===== config.mk =====
export PLATFORM = sky130hd
export DESIGN_NAME = fetch_unit
export DESIGN_NICKNAME = d
export VERILOG_FILES = /design/src/rtl/riscv_pkg.sv /design/src/rtl/fetch_buffer.sv /design/src/rtl/fetch_unit.sv
export SDC_FILE = /design/constraint.sdc
export NUM_CORES = 1
export LEC_CHECK = 0
export CORE_MARGIN = 3
export CORE_UTILIZATION = 39
export CTS_BUF_LIST = sky130_fd_sc_hd__clkbuf_4
export DETAILED_ROUTE_END_ITERATION = 7
export PLACE_DENSITY = 0.63
export SYNTH_ARGS = -nofsm -noshare
export SYNTH_HDL_FRONTEND = slang
export SYNTH_HIERARCHICAL = 1
export SYNTH_SLANG_ARGS = --single-unit

===== constraint.sdc =====
create_clock -name clock -period 3.8 [get_ports clock]
set_clock_uncertainty 0.05 [all_clocks]
set_input_delay 0.57 -clock clock [delete_from_list [all_inputs] [get_ports clock]]
set_output_delay 0.57 -clock clock [all_outputs]
set_load 0.05 [all_outputs]

===== src/rtl/riscv_pkg.sv =====
// rtl/riscv_pkg.sv - shared fetch-stage widths, state encoding and buffer entry type
package riscv_pkg;
    localparam int XLEN    = 32;
    localparam int INSTR_W = 32;
    localparam logic [XLEN-1:0] PC_STEP = 32'd4;

    typedef enum logic [1:0] {
        RUN   = 2'd0,
        DRAIN = 2'd1,
        FAULT = 2'd2
    } fetch_state_t;

    typedef struct packed {
        logic [XLEN-1:0]    pc;
        logic [INSTR_W-1:0] instr;
    } buf_entry_t;
endpackage


===== src/rtl/fetch_buffer.sv =====
// rtl/fetch_buffer.sv - synchronous instruction FIFO with flush taking priority over push
module fetch_buffer
    import riscv_pkg::*;
#(
    parameter int DEPTH = 2
) (
    input  logic                   clock,
    input  logic                   reset,
    input  logic                   push,
    input  buf_entry_t             push_entry,
    input  logic                   pop,
    input  logic                   flush,
    output buf_entry_t             head,
    output logic                   full,
    output logic                   empty,
    output logic [$clog2(DEPTH):0] count
);
    localparam int AW = $clog2(DEPTH);

    buf_entry_t    mem [DEPTH];
    logic [AW-1:0] wr_ptr;
    logic [AW-1:0] rd_ptr;
    logic          do_push;
    logic          do_pop;

    assign full    = (count == (AW+1)'(DEPTH));
    assign empty   = (count == '0);
    assign do_pop  = pop && !empty;
    // A full buffer still accepts a push when the head leaves in the same cycle.
    assign do_push = push && (!full || do_pop);
    assign head    = mem[rd_ptr];

    always_ff @(posedge clock) begin
        if (reset || flush) begin
            wr_ptr <= '0;
            rd_ptr <= '0;
            count  <= '0;
        end else begin
            if (do_push) wr_ptr <= wr_ptr + 1'b1;
            if (do_pop)  rd_ptr <= rd_ptr + 1'b1;
            if (do_push && !do_pop)      count <= count + 1'b1;
            else if (do_pop && !do_push) count <= count - 1'b1;
        end
    end

    always_ff @(posedge clock) begin
        if (do_push && !flush && !reset) mem[wr_ptr] <= push_entry;
    end
endmodule


===== src/rtl/fetch_unit.sv =====
// rtl/fetch_unit.sv - PC sequencing, single-credit imem requests, redirect/flush and fault handling
module fetch_unit
    import riscv_pkg::*;
#(
    parameter logic [XLEN-1:0] RESET_PC  = 32'h0000_0000,
    parameter int              BUF_DEPTH = 2
) (
    input  logic               clock,
    input  logic               reset,
    output logic               imem_req_valid,
    input  logic               imem_req_ready,
    output logic [XLEN-1:0]    imem_addr,
    input  logic               imem_resp_valid,
    input  logic [INSTR_W-1:0] imem_resp_data,
    input  logic               redirect_valid,
    input  logic [XLEN-1:0]    redirect_pc,
    output logic               instr_valid,
    input  logic               instr_ready,
    output logic [INSTR_W-1:0] instruction,
    output logic [XLEN-1:0]    instr_pc,
    output logic               fetch_fault
);
    localparam int CNT_W = $clog2(BUF_DEPTH) + 1;
    localparam int CRD_W = CNT_W + 1;

    fetch_state_t    state, state_nx;
    logic [XLEN-1:0] pc, pc_nx;
    logic [XLEN-1:0] tag;
    logic            outstanding, outstanding_nx;
    logic            accept, push, pop, stale, req_ok;
    logic [CRD_W-1:0] credit_used;
    buf_entry_t      head;
    logic            buf_full, buf_empty;
    logic [CNT_W-1:0] buf_count;

    fetch_buffer #(.DEPTH(BUF_DEPTH)) u_buffer (
        .clock      (clock),
        .reset      (reset),
        .push       (push),
        .push_entry ('{pc: tag, instr: imem_resp_data}),
        .pop        (pop),
        .flush      (redirect_valid),
        .head       (head),
        .full       (buf_full),
        .empty      (buf_empty),
        .count      (buf_count)
    );

    assign instr_valid = !reset && !buf_empty;
    assign instruction = instr_valid ? head.instr : '0;
    assign instr_pc    = instr_valid ? head.pc : '0;
    assign pop         = instr_valid && instr_ready;
    assign fetch_fault = !reset && (state == FAULT);

    // An arriving response still occupies a credit: it moves from in-flight into the buffer.
    assign credit_used = CRD_W'(buf_count) + CRD_W'(outstanding) - CRD_W'(pop);
    assign req_ok = (state == RUN) && (!outstanding || imem_resp_valid)
                  && (credit_used < CRD_W'(BUF_DEPTH));
    assign imem_req_valid = !reset && req_ok;
    assign imem_addr      = pc;
    assign accept         = imem_req_valid && imem_req_ready;

    assign push  = imem_resp_valid && outstanding && (state == RUN) && !redirect_valid
                 && (!buf_full || pop);
    assign stale = accept || (outstanding && !imem_resp_valid);

    always_comb begin
        state_nx       = state;
        pc_nx          = pc;
        outstanding_nx = outstanding;
        if (accept) begin
            pc_nx          = pc + PC_STEP;
            outstanding_nx = 1'b1;
        end else if (imem_resp_valid) begin
            outstanding_nx = 1'b0;
        end
        if (redirect_valid) begin
            pc_nx = redirect_pc;
            if (redirect_pc[1:0] != 2'b00) state_nx = FAULT;
            else if (stale)                state_nx = DRAIN;
            else                           state_nx = RUN;
        end else if (state == DRAIN && imem_resp_valid) begin
            state_nx = RUN;
        end
    end

    always_ff @(posedge clock) begin
        if (reset) begin
            state       <= RUN;
            pc          <= RESET_PC;
            outstanding <= 1'b0;
            tag         <= '0;
        end else begin
            state       <= state_nx;
            pc          <= pc_nx;
            outstanding <= outstanding_nx;
            if (accept) tag <= pc;
        end
    end
endmodule


==> results.sh, run 1 <==
export IMPL_status="complete, no violations"
export IMPL_area_growth_pct=25.8
export IMPL_drive_gt1_share_pct=19.1
export IMPL_max_freq_mhz=278
export IMPL_wl_met2_mm=8.96
export IMPL_arrival_ns=2.97
export IMPL_crit_required_ns=3.18
export IMPL_peakVddDrop_v=0.000151
export IMPL_synth_top_cell_by_area="edfxtp_1"
export IMPL_place_congestion=0.778
export IMPL_hp_class="register to register"
export IMPL_synth_compound_area_share_pct=6.22
export IMPL_synth_xor_area_share_pct=2.78
export IMPL_drv_cap=0
export IMPL_drc=0
export IMPL_routed_via_density=5.03
export IMPL_first_global_vias=5514
export IMPL_end_kind="output pin"
export IMPL_fin_crit_sh_pct=94.6
export IMPL_synth_area_mm2=0.00851
export IMPL_clk_path_buf_depth=2
export IMPL_dieArea_mm2=0.0236
export IMPL_std_cell_rows=53
export IMPL_dieHeight_um=154
export IMPL_wire_per_inst_um=17.0
export IMPL_synth_nets=756
export IMPL_top_layer_used="met4"
export IMPL_yosysSeqAreaShare_pct=62.1
export IMPL_avgSynthCellArea_um2=12.5
export IMPL_grt_pass1_wl_mm=30.0
export IMPL_finalSetupTns_ns=0
export IMPL_synthDistinctLibCells=54
export IMPL_grt_max_degree=75
export IMPL_first_pass_iters=5
export IMPL_antenna_cells=0
export IMPL_route_met3_wl_mm=1.16
export IMPL_crit_type="register to output pin"
export IMPL_synth_fa_ha_area_share_pct=0.676
export IMPL_synth_area_mux_share_pct=9.14
export IMPL_crit_fanout=6
export IMPL_start_util_pct=40.1
export IMPL_clkLatencyLatePin_ns=0.57
export IMPL_synthCells=682
export IMPL_p_leak_uw=0.00370
export IMPL_cp_startpoint="u_buffer/count[0]"
export IMPL_setup_viol=0
export IMPL_utilization_pct=50.5
export IMPL_relSlewSlack_pct=44.0
export IMPL_met1_length_mm=8.99
export IMPL_synth_edf_count=128
export IMPL_r2r_start="u_buffer/count[0]"
export IMPL_clkTransAtPathRegs_ns=0.17
export IMPL_synth_area_leaders="edfxtp_1, dfxtp_1, mux2_2"
export IMPL_grt_remaining_overflow=0
export IMPL_grt_usage_pct=16.1
export IMPL_cts_buffers=17
export IMPL_io_pins=169
export IMPL_synth_simple_area_share_pct=15.7
export IMPL_cp_start_kind="register"
export IMPL_cts_max_level=4
export IMPL_postRouteAntennaNets=0
export IMPL_fin_area_mm2=0.0107
export IMPL_p_per_area_mw_per_mm2=354
export IMPL_post_dp_hpwl_mm=12.7
export IMPL_async_reset_ff_share_pct=0
export IMPL_register_area_mm2=0.00529
export IMPL_final_cell_mix="clkdlybuf4s50_1, edfxtp_1, nand2_1"
export IMPL_post_cts_buffers=0
export IMPL_synth_top_area_share_pct=45.1
export IMPL_cts_resized=0
export IMPL_worst_pin_slew_ns=0.840
export IMPL_synth_top_family_by_area="simple AND/OR/NAND/NOR gates"
export IMPL_period_needed_ns=3.59
export IMPL_rsz0062_at_grt="false"
export IMPL_tritoncts="yes"
export IMPL_yosys_warnings=6
export IMPL_dpl_cell_area_mm2=0.0105
export IMPL_drt_iter0_drc=228
export IMPL_vias=5710
export IMPL_core_mm2=0.0212
export IMPL_mostFrequentLayoutCell="clkdlybuf4s50_1"
export IMPL_hold_path_startpoint="tag[17]"
export IMPL_antenna_found_initial=0
export IMPL_portBuffers=168
export IMPL_drt_total_wl_mm=19.3
export IMPL_hold_violations=0
export IMPL_cts_sink_count=200
export IMPL_drv_slew=0
export IMPL_ys_flop_type="edfxtp_1"
export IMPL_cts_root_buf="clkbuf_4"
export IMPL_nets=921
export IMPL_ys_seq_elements=200
export IMPL_multi_input_area_mm2=0.00296
export IMPL_die_width_um=154
export IMPL_postCtsHoldBufs=0
export IMPL_n_fill_cell=1941
==> where the power goes <==
group	total (µW)	internal (µW)	switching, µW
clock network	1030	286	740
registers	2390	2340	49.9
logic	380	164	216
==> sequential cells by signal, summed over array words and instances, names as in the netlist, named ones only <==
| register | count |
|---|---|
| imem_addr | 32 |
| outstanding | 1 |
| state | 2 |
| tag | 32 |
| u_buffer/count | 2 |
| u_buffer/mem | 128 |
| u_buffer/rd_ptr | 1 |
| u_buffer/wr_ptr | 1 |
==> critical path: stages, from the launching register on <==
cell	delay, ns
dfxtp_1	0.41
nor2_2	0.15
nor2_4	0.04
and2_1	0.17
ha_1	0.29
nand2b_1	0.16
fa_1	0.38
xnor2_1	0.39
and3_4	0.28
buf_12	0.13
==> cell type report <==
| type | instances | area share (%) |
|---|---|---|
| tap | 275 | 3.21 |
| timing repair buffer | 187 | 16.9 |
| clock inverter | 14 | 1.09 |
| multi-input combinational | 427 | 27.7 |
| clock buffer | 18 | 1.26 |
| sequential | 200 | 49.4 |
| inverter | 14 | 0.491 |
==> cells in the mapped netlist (all sizes together) (2+ instances only) <==
cell type  instances
and3               6
clkbuf            29
and2              68
inv               14
nand2b             3
a21oi             42
nand3             12
o21bai             9
and4               4
o21ai              4
a21o               2
nand2             74
edfxtp           128
mux2              67
buf               12
nor4              15
or3                3
xnor2             23
nor3              19
nand4              6
ha                 3
xor2               4
nor2              31
mux2i              2
nor3b              2
dfxtp             72
a211oi            14
a311oi             3
==> kinds of logic after synthesis <==
| logic type | Yosys count |
|---|---|
| compound gates | 81 |
| mux | 69 |
| buf+inv | 55 |
| simple gates | 246 |
| flops | 200 |
| xor+xnor | 27 |
| fa+ha+maj | 4 |
==> final timing paths <==
check,to,slack (ns),cells after the start
max,imem_req_valid,0.21,9
min,u_buffer/mem[0][49],0.42,0
max reg2reg,imem_addr[30],0.46,12
min reg2reg,u_buffer/mem[0][49],0.42,0
==> layer usage <==
layer,vias to the layer above,track usage (%)
met5,-,0
met4,0,4.42
met3,18,3.91
met2,189,25.4
met1,2727,22.3
li1,2776,-
==> stage by stage <==
step / hold WS (ns) / total power, µW / std cells / setup slack, ns
6_report: 0.418 / 3790 / 1135 / 0.205
5_1_grt: 0.436 / 3950 / 1135 / 0.00574
4_1_cts: 0.422 / 3840 / 1135 / 0.0846
3_5_place_dp: 0.387 / 2810 / 1103 / 0.101
3_3_place_gp: 0.382 / 2810 / 1103 / 0.181
2_1_floorplan: 0.375 / 2630 / 682 / 0.336
(Power assumes the default switching activity.)
==> inputs of run 2 (changes only) <==
==> constraint.sdc (replaced) <==
create_clock -name clock -period 3.8 [get_ports clock]
set_clock_uncertainty 0.05 [all_clocks]
set_input_delay 0.76 -clock clock [delete_from_list [all_inputs] [get_ports clock]]
set_output_delay 0.76 -clock clock [all_outputs]
set_load 0.05 [all_outputs]
==> results.sh, run 2 (synthesis gave the netlist of run 1 again) <==
export IMPL_wire_per_inst_um=17.1
export IMPL_min_to="u_buffer/mem[1][42]"
export IMPL_final_cell_mix="edfxtp_1, clkdlybuf4s50_1, nand2_1"
export IMPL_dieHeight_um=154
export IMPL_clk_path_buf_depth=2
export IMPL_grt_remaining_overflow=0
export IMPL_instances_no_fill=1137
export IMPL_peakVddDrop_v=0.000182
export IMPL_cp_start_kind="register"
export IMPL_post_dp_hpwl_mm=12.9
export IMPL_placed_cells=1104
export IMPL_crit_chain="nor2_2 -> nor2_4 -> and2_1 -> ha_1 -> nand2b_1 -> fa_1 -> nor4b_4 -> and3_4 -> buf_12"
export IMPL_cts_root_buf="clkbuf_4"
export IMPL_cts_sink_count=200
export IMPL_start_util_pct=40.1
export IMPL_dieArea_mm2=0.0236
export IMPL_cts_buffers=17
export IMPL_arrival_ns=2.80
export IMPL_drc=0
export IMPL_portBuffers=168
export IMPL_dpl_cell_area_mm2=0.0110
export IMPL_die_width_um=154
export IMPL_drt_total_wl_mm=19.4
export IMPL_whs_ns=0.421
export IMPL_period_needed_ns=3.61
export IMPL_wl_met2_mm=9.02
export IMPL_grt_pass1_wl_mm=30.5
export IMPL_place_congestion=0.807
export IMPL_postRouteAntennaNets=0
export IMPL_slowest_stage="fa_1"
export IMPL_route_met3_wl_mm=1.20
export IMPL_p_leak_uw=0.00395
export IMPL_max_flop_register="u_buffer/mem"
export IMPL_reg2regPathDepth=13
export IMPL_drv_cap=0
export IMPL_cpPeakStageDelay_ns=0.48
export IMPL_std_cell_rows=53
export IMPL_top_layer_used="met5"
export IMPL_end_kind="output pin"
export IMPL_relSlewSlack_pct=45.8
export IMPL_clkTransAtPathRegs_ns=0.17
export IMPL_r2r_end="imem_addr[30]"
export IMPL_io_pins=169
export IMPL_cts_max_level=4
export IMPL_antenna_cells=0
export IMPL_reg2reg_setup_slack_ns=0.54
export IMPL_core_mm2=0.0212
export IMPL_hold_path_cell_count=0
export IMPL_routed_via_density=5.00
export IMPL_fin_area_mm2=0.0113
export IMPL_first_global_vias=5586
export IMPL_first_pass_iters=4
export IMPL_fin_crit_sh_pct=95.0
export IMPL_crit_fanout=6
export IMPL_p_per_area_mw_per_mm2=338
export IMPL_largest_reg_flops=128
export IMPL_n_fill_cell=1871
export IMPL_tritoncts="yes"
export IMPL_worst_pin_slew_ns=0.813
export IMPL_rsz0062_at_grt="false"
export IMPL_crit_required_ns=2.99
export IMPL_drv_slew=0
export IMPL_status="complete, no violations"
export IMPL_grt_max_degree=74
export IMPL_grt_usage_pct=16.3
export IMPL_drt_iter0_drc=202
export IMPL_hp_class="register to register"
export IMPL_r2r_start="u_buffer/count[0]"
export IMPL_hold_violations=0
export IMPL_finalSetupTns_ns=0
export IMPL_max_freq_mhz=277
export IMPL_met1_length_mm=9.06
export IMPL_drive_gt1_share_pct=24.4
export IMPL_mostFrequentLayoutCell="edfxtp_1"
export IMPL_nets=923
export IMPL_setup_viol=0
export IMPL_antenna_found_initial=1
export IMPL_clkLatencyLatePin_ns=0.58
export IMPL_postCtsHoldBufs=0
export IMPL_vias=5682
export IMPL_hold_path_startpoint="tag[10]"
export IMPL_area_growth_pct=32.8
export IMPL_crit_type="register to output pin"
run 2: final cells by class:
cell class	count	area, µm²	share of cell area, %
Inverter	14	52.6	0.465
Clock inverter	14	129	1.14
Tap cell	275	344	3.04
Sequential cell	200	5290	46.8
Timing Repair Buffer	189	2390	21.2
Clock buffer	18	135	1.19
Multi-Input combinational cell	427	2960	26.2
run 2: per-layer routing:
metal  vias to the layer above  global-route usage [%]
li1                       2767                       -
met1                      2734                    22.9
met2                       162                    25.3
met3                        17                    4.33
met4                         2                    3.95
met5                         -                       0
run 2: critical path, delay by kind of cell, from the launching register on:
family | cells | cell delay (ns)
flops | 1 | 0.40
buf+inv | 1 | 0.13
fa+ha+maj | 2 | 0.76
simple gates | 6 | 0.92
run 2: worst max path at each step:
stage               slack (ns)             end               from
floorplan                 0.11  imem_req_valid              reset
global placement          0.03   imem_addr[30]        instr_ready
detailed placement      -0.007   imem_addr[30]        instr_ready
CTS                       0.08  imem_req_valid  u_buffer/count[0]
global route             0.004  imem_req_valid  u_buffer/count[0]
finish                    0.19  imem_req_valid  u_buffer/count[0]
run 2: what timing repair did:
| item | in CTS | in global routing |
|---|---|---|
| resized for setup | 1 | 3 |
| buffers inserted | 1 | 0 |
| hold endpoints to repair | 0 | 0 |
| setup endpoints to repair | 1 | 1 |
run 2: power breakdown:
part	internal (µW)	total [µW]	switching, µW
logic	170	385	216
registers	2340	2390	49.5
clock network	296	1060	760
total	2800	3830	1020
run 2: per-stage QoR:
step / utilization [%] / power [µW] / setup slack, ns
2_1_floorplan: - / 2630 / 0.109
3_3_place_gp: 52.0 / 2820 / 0.0250
3_5_place_dp: 52.0 / 2820 / -0.00655
4_1_cts: 53.3 / 3870 / 0.0786
5_1_grt: 53.3 / 3970 / 0.00418
6_report: 53.3 / 3830 / 0.192
